### config.mk
export PLATFORM = sky130hd
export DESIGN_NAME = citadel_key_presenter
export DESIGN_NICKNAME = d
export VERILOG_FILES = /design/src/rtl/citadel_key_presenter.sv
export SDC_FILE = /design/constraint.sdc
export NUM_CORES = 1
export LEC_CHECK = 0
export CAP_MARGIN = 25
export CORE_AREA = 2 2 49 73
export DETAILED_ROUTE_END_ITERATION = 8
export DIE_AREA = 0 0 51 75
export GPL_TIMING_DRIVEN = 0
export PLACE_DENSITY_LB_ADDON = 0.08
export SYNTH_ARGS = -nofsm -noshare
export SYNTH_HDL_FRONTEND = slang
export SYNTH_SLANG_ARGS = --single-unit
### constraint.sdc
create_clock -name i_clk -period 4 [get_ports i_clk]
set_input_delay 0.8 -clock i_clk [delete_from_list [all_inputs] [get_ports i_clk]]
set_output_delay 0.8 -clock i_clk [all_outputs]
set_load 0.05 [all_outputs]
### src/rtl/citadel_key_presenter.sv
// Initiator side of the Sentinel gate key interface: presents a key, samples the
// gate's authorized status after a settle window, retries with backoff, locks out.
module citadel_key_presenter #(
    parameter int unsigned SETTLE_CYCLES  = 3,
    parameter int unsigned MAX_RETRIES    = 3,
    parameter int unsigned BACKOFF_CYCLES = 4,
    parameter logic [7:0]  IDLE_KEY       = 8'h00,
    localparam int unsigned AW = $clog2(MAX_RETRIES + 1)
) (
    input  logic          i_clk,
    input  logic          i_rst_n,
    input  logic          i_start,
    input  logic [7:0]    i_key_value,
    input  logic          i_auth_in,
    input  logic          i_release,
    input  logic          i_abort,
    input  logic          i_clear,
    output logic [7:0]    o_key_out,
    output logic          o_busy,
    output logic          o_granted,
    output logic          o_denied,
    output logic          o_lost,
    output logic [AW-1:0] o_attempts
);

    localparam int unsigned CMAX = (SETTLE_CYCLES > BACKOFF_CYCLES) ? SETTLE_CYCLES : BACKOFF_CYCLES;
    localparam int unsigned CW   = (CMAX > 1) ? $clog2(CMAX) : 1;
    localparam logic [CW-1:0] SETTLE_LAST  = CW'(SETTLE_CYCLES - 1);
    localparam logic [CW-1:0] BACKOFF_LAST = CW'(BACKOFF_CYCLES - 1);
    localparam logic [AW-1:0] ATT_LIMIT    = AW'(MAX_RETRIES);

    typedef enum logic [2:0] {
        S_IDLE,
        S_DRIVE,
        S_SAMPLE,
        S_BACKOFF,
        S_GRANTED,
        S_LOCKOUT
    } state_t;

    state_t        r_state;
    logic [7:0]    r_key;
    logic [CW-1:0] r_cnt;
    logic [AW-1:0] r_attempts;
    logic [7:0]    r_key_out;
    logic          r_busy;
    logic          r_granted;
    logic          r_denied;
    logic          r_lost;
    logic [AW-1:0] w_att_inc;
    logic          w_abortable;

    assign w_att_inc   = r_attempts + AW'(1);
    assign w_abortable = (r_state == S_DRIVE) || (r_state == S_SAMPLE) ||
                         (r_state == S_BACKOFF) || (r_state == S_GRANTED);

    always_ff @(posedge i_clk or negedge i_rst_n) begin
        if (!i_rst_n) begin
            r_state    <= S_IDLE;
            r_key      <= IDLE_KEY;
            r_cnt      <= '0;
            r_attempts <= '0;
            r_key_out  <= IDLE_KEY;
            r_busy     <= 1'b0;
            r_granted  <= 1'b0;
            r_denied   <= 1'b0;
            r_lost     <= 1'b0;
        end else begin
            r_lost <= 1'b0;
            // Abort outranks everything else in the states it applies to.
            if (i_abort && w_abortable) begin
                r_state   <= S_IDLE;
                r_key_out <= IDLE_KEY;
                r_busy    <= 1'b0;
                r_granted <= 1'b0;
                r_cnt     <= '0;
            end else begin
                case (r_state)
                    S_IDLE: begin
                        if (i_start) begin
                            r_key      <= i_key_value;
                            r_key_out  <= i_key_value;
                            r_attempts <= '0;
                            r_cnt      <= '0;
                            r_busy     <= 1'b1;
                            r_state    <= S_DRIVE;
                        end
                    end
                    S_DRIVE: begin
                        if (r_cnt == SETTLE_LAST) begin
                            r_cnt   <= '0;
                            r_state <= S_SAMPLE;
                        end else begin
                            r_cnt <= r_cnt + CW'(1);
                        end
                    end
                    S_SAMPLE: begin
                        if (i_auth_in) begin
                            r_busy    <= 1'b0;
                            r_granted <= 1'b1;
                            r_state   <= S_GRANTED;
                        end else begin
                            r_attempts <= w_att_inc;
                            r_key_out  <= IDLE_KEY;
                            r_cnt      <= '0;
                            if (w_att_inc == ATT_LIMIT) begin
                                r_busy   <= 1'b0;
                                r_denied <= 1'b1;
                                r_state  <= S_LOCKOUT;
                            end else begin
                                r_state <= S_BACKOFF;
                            end
                        end
                    end
                    S_BACKOFF: begin
                        if (r_cnt == BACKOFF_LAST) begin
                            r_cnt     <= '0;
                            r_key_out <= r_key;
                            r_state   <= S_DRIVE;
                        end else begin
                            r_cnt <= r_cnt + CW'(1);
                        end
                    end
                    S_GRANTED: begin
                        if (i_release || !i_auth_in) begin
                            r_lost    <= !i_release;
                            r_granted <= 1'b0;
                            r_key_out <= IDLE_KEY;
                            r_state   <= S_IDLE;
                        end
                    end
                    S_LOCKOUT: begin
                        if (i_clear) begin
                            r_attempts <= '0;
                            r_denied   <= 1'b0;
                            r_state    <= S_IDLE;
                        end
                    end
                    default: begin
                        r_state   <= S_IDLE;
                        r_key_out <= IDLE_KEY;
                        r_busy    <= 1'b0;
                        r_granted <= 1'b0;
                        r_denied  <= 1'b0;
                        r_cnt     <= '0;
                    end
                endcase
            end
        end
    end

    assign o_key_out  = r_key_out;
    assign o_busy     = r_busy;
    assign o_granted  = r_granted;
    assign o_denied   = r_denied;
    assign o_lost     = r_lost;
    assign o_attempts = r_attempts;

endmodule
# Yosys cells after proc, flatten, opt, wreduce, memory -nomap -nowiden

Index checks and enable logic that the tools add are counted.

Bits in registers: 27
Input port bits: 15
Output and inout bits: 14
Logic and storage cells: 99

$add $sub $neg: 2
Equality and inequality tests: 24
Multiplexer cells: 40
Bitwise operators: 2
Reduce and logical (&&, ||, !) cells: 22

Operators with widths:

| cell                  | count |
|---|---|
| $mux W8               | 5 |
| $pmux W8 S5           | 1 |
| $mux W3               | 8 |
| $reduce_and A5 Y1     | 4 |
| $pmux W3 S6           | 1 |
| $mux W2               | 7 |
| $mux W1               | 13 |
| $reduce_and A3 Y1     | 4 |
| $reduce_or A4 Y1      | 3 |
| $ne A2 B1 Y1 const B  | 5 |
| $pmux W2 S5           | 1 |
| $ne A3 B1 Y1 const B  | 3 |
| $pmux W1 S3           | 3 |
| $eq A2 B2 Y1 const B  | 3 |
| $eq A3 B2 Y1 const B  | 2 |
| $eq A3 B3 Y1 const B  | 2 |
| $ne A2 B2 Y1 const B  | 3 |
| $ne A3 B2 Y1 const B  | 2 |
| $ne A3 B3 Y1 const B  | 2 |
| $pmux W2 S3           | 1 |
| $add A2 B1 Y2 const B | 2 |
| $logic_or A1 B1 Y1    | 4 |
| $ne A4 B2 Y1 const B  | 1 |
| $reduce_or A2 Y1      | 2 |
| 6 further kinds       | 8 |

# Logic depth before layout (Yosys ltp)

Depth in word-level cells: 7
Gate-level depth with buffers: 7
Mapped depth without buffers: 6

# Worst setup path before layout

No wires, ideal clock.

Kind: reg2reg
Start point: register r_attempts[0] (netlist: o_attempts[0])
End point: register r_busy (netlist: o_busy)
Setup time: 0.123 ns
Arrival time: 1.865 ns
Data required time: 3.877 ns
Setup slack: 2.012 ns
Cell stages (with the launch flop): 7
Path buffers: 0
Clock period less this slack: 1.988 ns
Cell sequence: dfrtp_1 > inv_1 > ha_1 > or3b_1 > a221o_1 > a21oi_1 > a21oi_1

Cells in the longest elaborated chain, start to end: 4

Ends and longest elaborated chain:

| item                               | line | text |
|---|---|---|
| from (decl)                        | 44   | `logic [AW-1:0] r_attempts;` |
| from (signal assigned)             | 103  | `r_attempts <= w_att_inc;` |
| $add A2 B1 Y2                      | 53   | `assign w_att_inc = r_attempts + AW'(1);` |
| $eq A2 B2 Y1                       | 106  | `if (w_att_inc == ATT_LIMIT) begin` |
| $ne A4 B2 Y1 (no source line)      | -    |  |
| $reduce_and A3 Y1 (no source line) | -    |  |
| to (signal assigned)               | 64   | `r_busy <= 1'b0;` |
| to (signal assigned)               | 74   | `r_busy <= 1'b0;` |
| to (signal assigned)               | 107  | `r_busy <= 1'b0;` |
| to (decl)                          | 46   | `logic r_busy;` |

Every way passes these cells.
A chain may end at the register's enable or synchronous reset.

# Final worst setup path

Start point: register r_attempts[0] (netlist: o_attempts[0])
End point: output port o_attempts[0]

RTL lines:

| item      | line | text |
|---|---|---|
| to (decl) | 23   | `output logic [AW-1:0] o_attempts` |

No word-level cell between the ends.

==> metrics.csv <==
stage,metric,value,unit
status,status,"complete, no violations",
detailed_routing,routedWlPerCell,16.4,um
placement,dp_hpwl,2640,um
setup_path,timing.rr.start,o_attempts[0],
clock_tree,cts_resized,0,
pwr,clkPwrFrac,0.113,
detailed_routing,drt_wl_total,3570,um
synth,synth_fa_ha_area_frac,0.0412,
pwr,intPower,0.746,mW
synth,synth-async-reset-ratio,1.00,
clock_tree,h-tree-depth,1,
setup_path,crit_path_top_delay_cell,clkdlybuf4s50_1,
sta,worst_slew_pin_slew,0.672,ns
setup_path,path_class,reg -> out,
hold_path,holdCritStartpoint,o_key_out[4],
sta,timing.slew.headroom,0.551,
synth,synth_edf_count,0,
sta,setup_tns,0,ns
die,rows,25,
clock_tree,cts.sinks,27,
pwr,ir_drop,0.428,mV
synth,syn_nets,166,
placement,port_buffers,27,
layout,area_growth_syn_to_layout,25.1,%
pwr,switching_share,0.453,
die,core,3160,sq um
setup_path,critPathCaptureType,output port,
global_routing,grt_start_max_net_pins,16,
sta,drv_slew,0,
setup_path,crit_path_max_fanout,4,
setup_path,critPathMaxStageDelay,0.81,ns
synth,ys_warn_count,0,
setup_path,cp.required,3.20,ns
synth,synth_cells,146,
clock_tree,cts_hold_buf,0,
detailed_routing,viasPerCell,5.91,
setup_path,cp_cell_sequence,clkdlybuf4s50_1,
synth,synth.yosys.seq_area_share,0.444,
global_routing,grt_pass1_vias,1350,
sta,hold_viol_final,0,
pwr,p_sw,0.617,mW
placement,gp_congestion,0.912,
sta,setup_violations,0,
synth,syn_avg_cell_area,10.4,sq um
sta,fmax,0.438,GHz
global_routing,grt_pass1_wl,6150,um
synth,synth_simple_gate_area_frac,0.170,
pwr,combPwrFrac,0.566,
synth,synth-xor-area-share,0,
global_routing,track_usage,0.212,
layout,diodes,0,
job,cap_violations,0,
layout,layout-drive-gt1-share,0.169,
setup_path,worstRegToRegCells,6,
pwr,power,1.36,mW
synth,synth_ff_type,dfrtp_1,
setup_path,critPathBufInv,1,
die,initial_utilization,0.481,
sta,fin_crit_sh,0.571,
clock_tree,post-cts-setup-buffer-count,0,
die,die-area,3830,sq um
synth,synth_top_area_cell,dfrtp_1,
pwr,leakage,0.808,nW
die,die_y,75,um
setup_path,start_kind,flop,
synth,synth_top_family_by_area,compound AO/OA/AOI/OAI gates,
pwr,p_per_area,716,nW/um^2
global_routing,overflow,0,
detailed_routing,drc,0,
pwr,seq_power_share,0.320,
setup_path,cp_top_family,buffers and inverters,
clock_tree,cts_tree,done,
hold_path,hold_path.class,reg -> reg,
setup_path,crit_path_start,o_attempts[0],
synth,synthMuxAreaShare,0.0807,
detailed_routing,dr.pass1.iters,4,
die,die_w,51,um
synth,synth_compound_area_frac,0.206,
clock_tree,clockBufferDepth,2,
sta,skew,0.00223,ns
layout,layout.nets,199,
sta,grt_setup_unrepaired,no,
setup_path,path_depth,1,
detailed_routing,dr.first_iter.drc_count,43,
clock_tree,clk_pin_slew,0.09,ns
hold_path,min_path_cells,1,
synth,ys_types,40,
die,boundaryPins,29,
synth,ys_ff_latch,27,
clock_tree,cts_buffers,3,
setup_path,cp.arrival,1.48,ns
clock_tree,root_buffer,clkbuf_8,
detailed_routing,ant_nets,0,
sta,min_period,2.28,ns
synth,syn_area,1520,sq um
detailed_routing,via_count,1288,
global_routing,antenna_found_initial,0,
clock_tree,clock_latency,0.27,ns
synth,synth_area_leaders,"dfrtp_1 (44%), mux2_2 (7.4%), o2bb2ai_1 (5.8%)",
synth,synth_top_area_frac,0.444,
-- worst paths after layout --
path / to / slack [ns]
max: o_attempts[0] / 1.72
min: o_key_out[4] / 0.50
max reg2reg: o_busy / 2.24
min reg2reg: o_key_out[4] / 0.50
max in group asynchronous: r_key[4] / 2.54
min in group asynchronous: r_state[2] / 0.93
-- cells in the mapped netlist (2+ instances only) --
master      n
dfrtp_1    27
mux2_2     10
o2bb2ai_1  10
a32oi_1     9
nor2_1      8
o21ai_0     8
inv_1       7
nand2_1     6
a21oi_1     5
ha_1        5
buf_2       4
nand3_1     4
nor3_1      4
and2b_1     3
buf_4       3
nor2_2      3
a31oi_1     2
buf_1       2
nand2b_1    2
nand3b_1    2
nor2b_1     2
o21ai_1     2
-- cell families after synthesis --
kind of cell / after synthesis
flops: 27
compound gates: 43
mux: 11
buf+inv: 17
simple gates: 43
fa+ha+maj: 5
-- state kept, by name (all words and copies together), names as in the netlist --
signal / cells
o_key_out: 8
r_key: 8
r_state: 3
o_attempts: 2
r_cnt: 2
o_busy: 1
o_denied: 1
o_granted: 1
o_lost: 1
-- placed cells by master (no fill, tap or decap), types with 4 or more instances in the layout --
master	instances
clkdlybuf4s50_1	27
dfrtp_1	27
mux2_2	10
o2bb2ai_1	10
a32oi_1	9
nor2_1	8
o21ai_0	8
inv_1	7
nand2_1	6
a21oi_1	5
ha_1	5
buf_2	4
nand3_1	4
nor3_1	4
-- cell type report --
type | count | area (sq um)
fill | 286 | 1260
multi-input combinational | 102 | 757
sequential | 27 | 676
timing repair buffer | 28 | 285
buffer | 10 | 61.3
tap | 40 | 50.0
clock buffer | 3 | 41.3
inverter | 7 | 26.3
clock inverter | 1 | 5.00
-- stage by stage --
step | std cells | utilization | area (sq um) | hold slack (ns) | setup WS, ns
5_1_grt | 218 | 0.602 | 1900 | 0.519 | 1.66
6_report | 218 | 0.602 | 1900 | 0.504 | 1.72
4_1_cts | 218 | 0.602 | 1900 | 0.505 | 1.70
3_3_place_gp | 213 | 0.583 | 1840 | 0.476 | 1.57
2_1_floorplan | 146 | - | 1520 | 0.481 | 2.01
3_5_place_dp | 214 | 0.587 | 1860 | 0.473 | 1.51
-- power by group through the flow --
stage / Combinational (mW) / Clock, mW / Sequential, mW
2_1_floorplan: 0.419 / 0 / 0.570
3_3_place_gp: 0.761 / 0 / 0.434
3_5_place_dp: 0.771 / 0 / 0.441
4_1_cts: 0.774 / 0.162 / 0.436
5_1_grt: 0.842 / 0.170 / 0.447
6_report: 0.772 / 0.155 / 0.436
-- routing by layer --
layer	up-vias	share of wire	GRT usage
met2	42	0.53	0.390
li1	603	-	-
met5	-	0	0
met3	4	0.038	0.0179
met4	0	0.013	0.0841
met1	639	0.41	0.254
(Power assumes the default switching activity.)
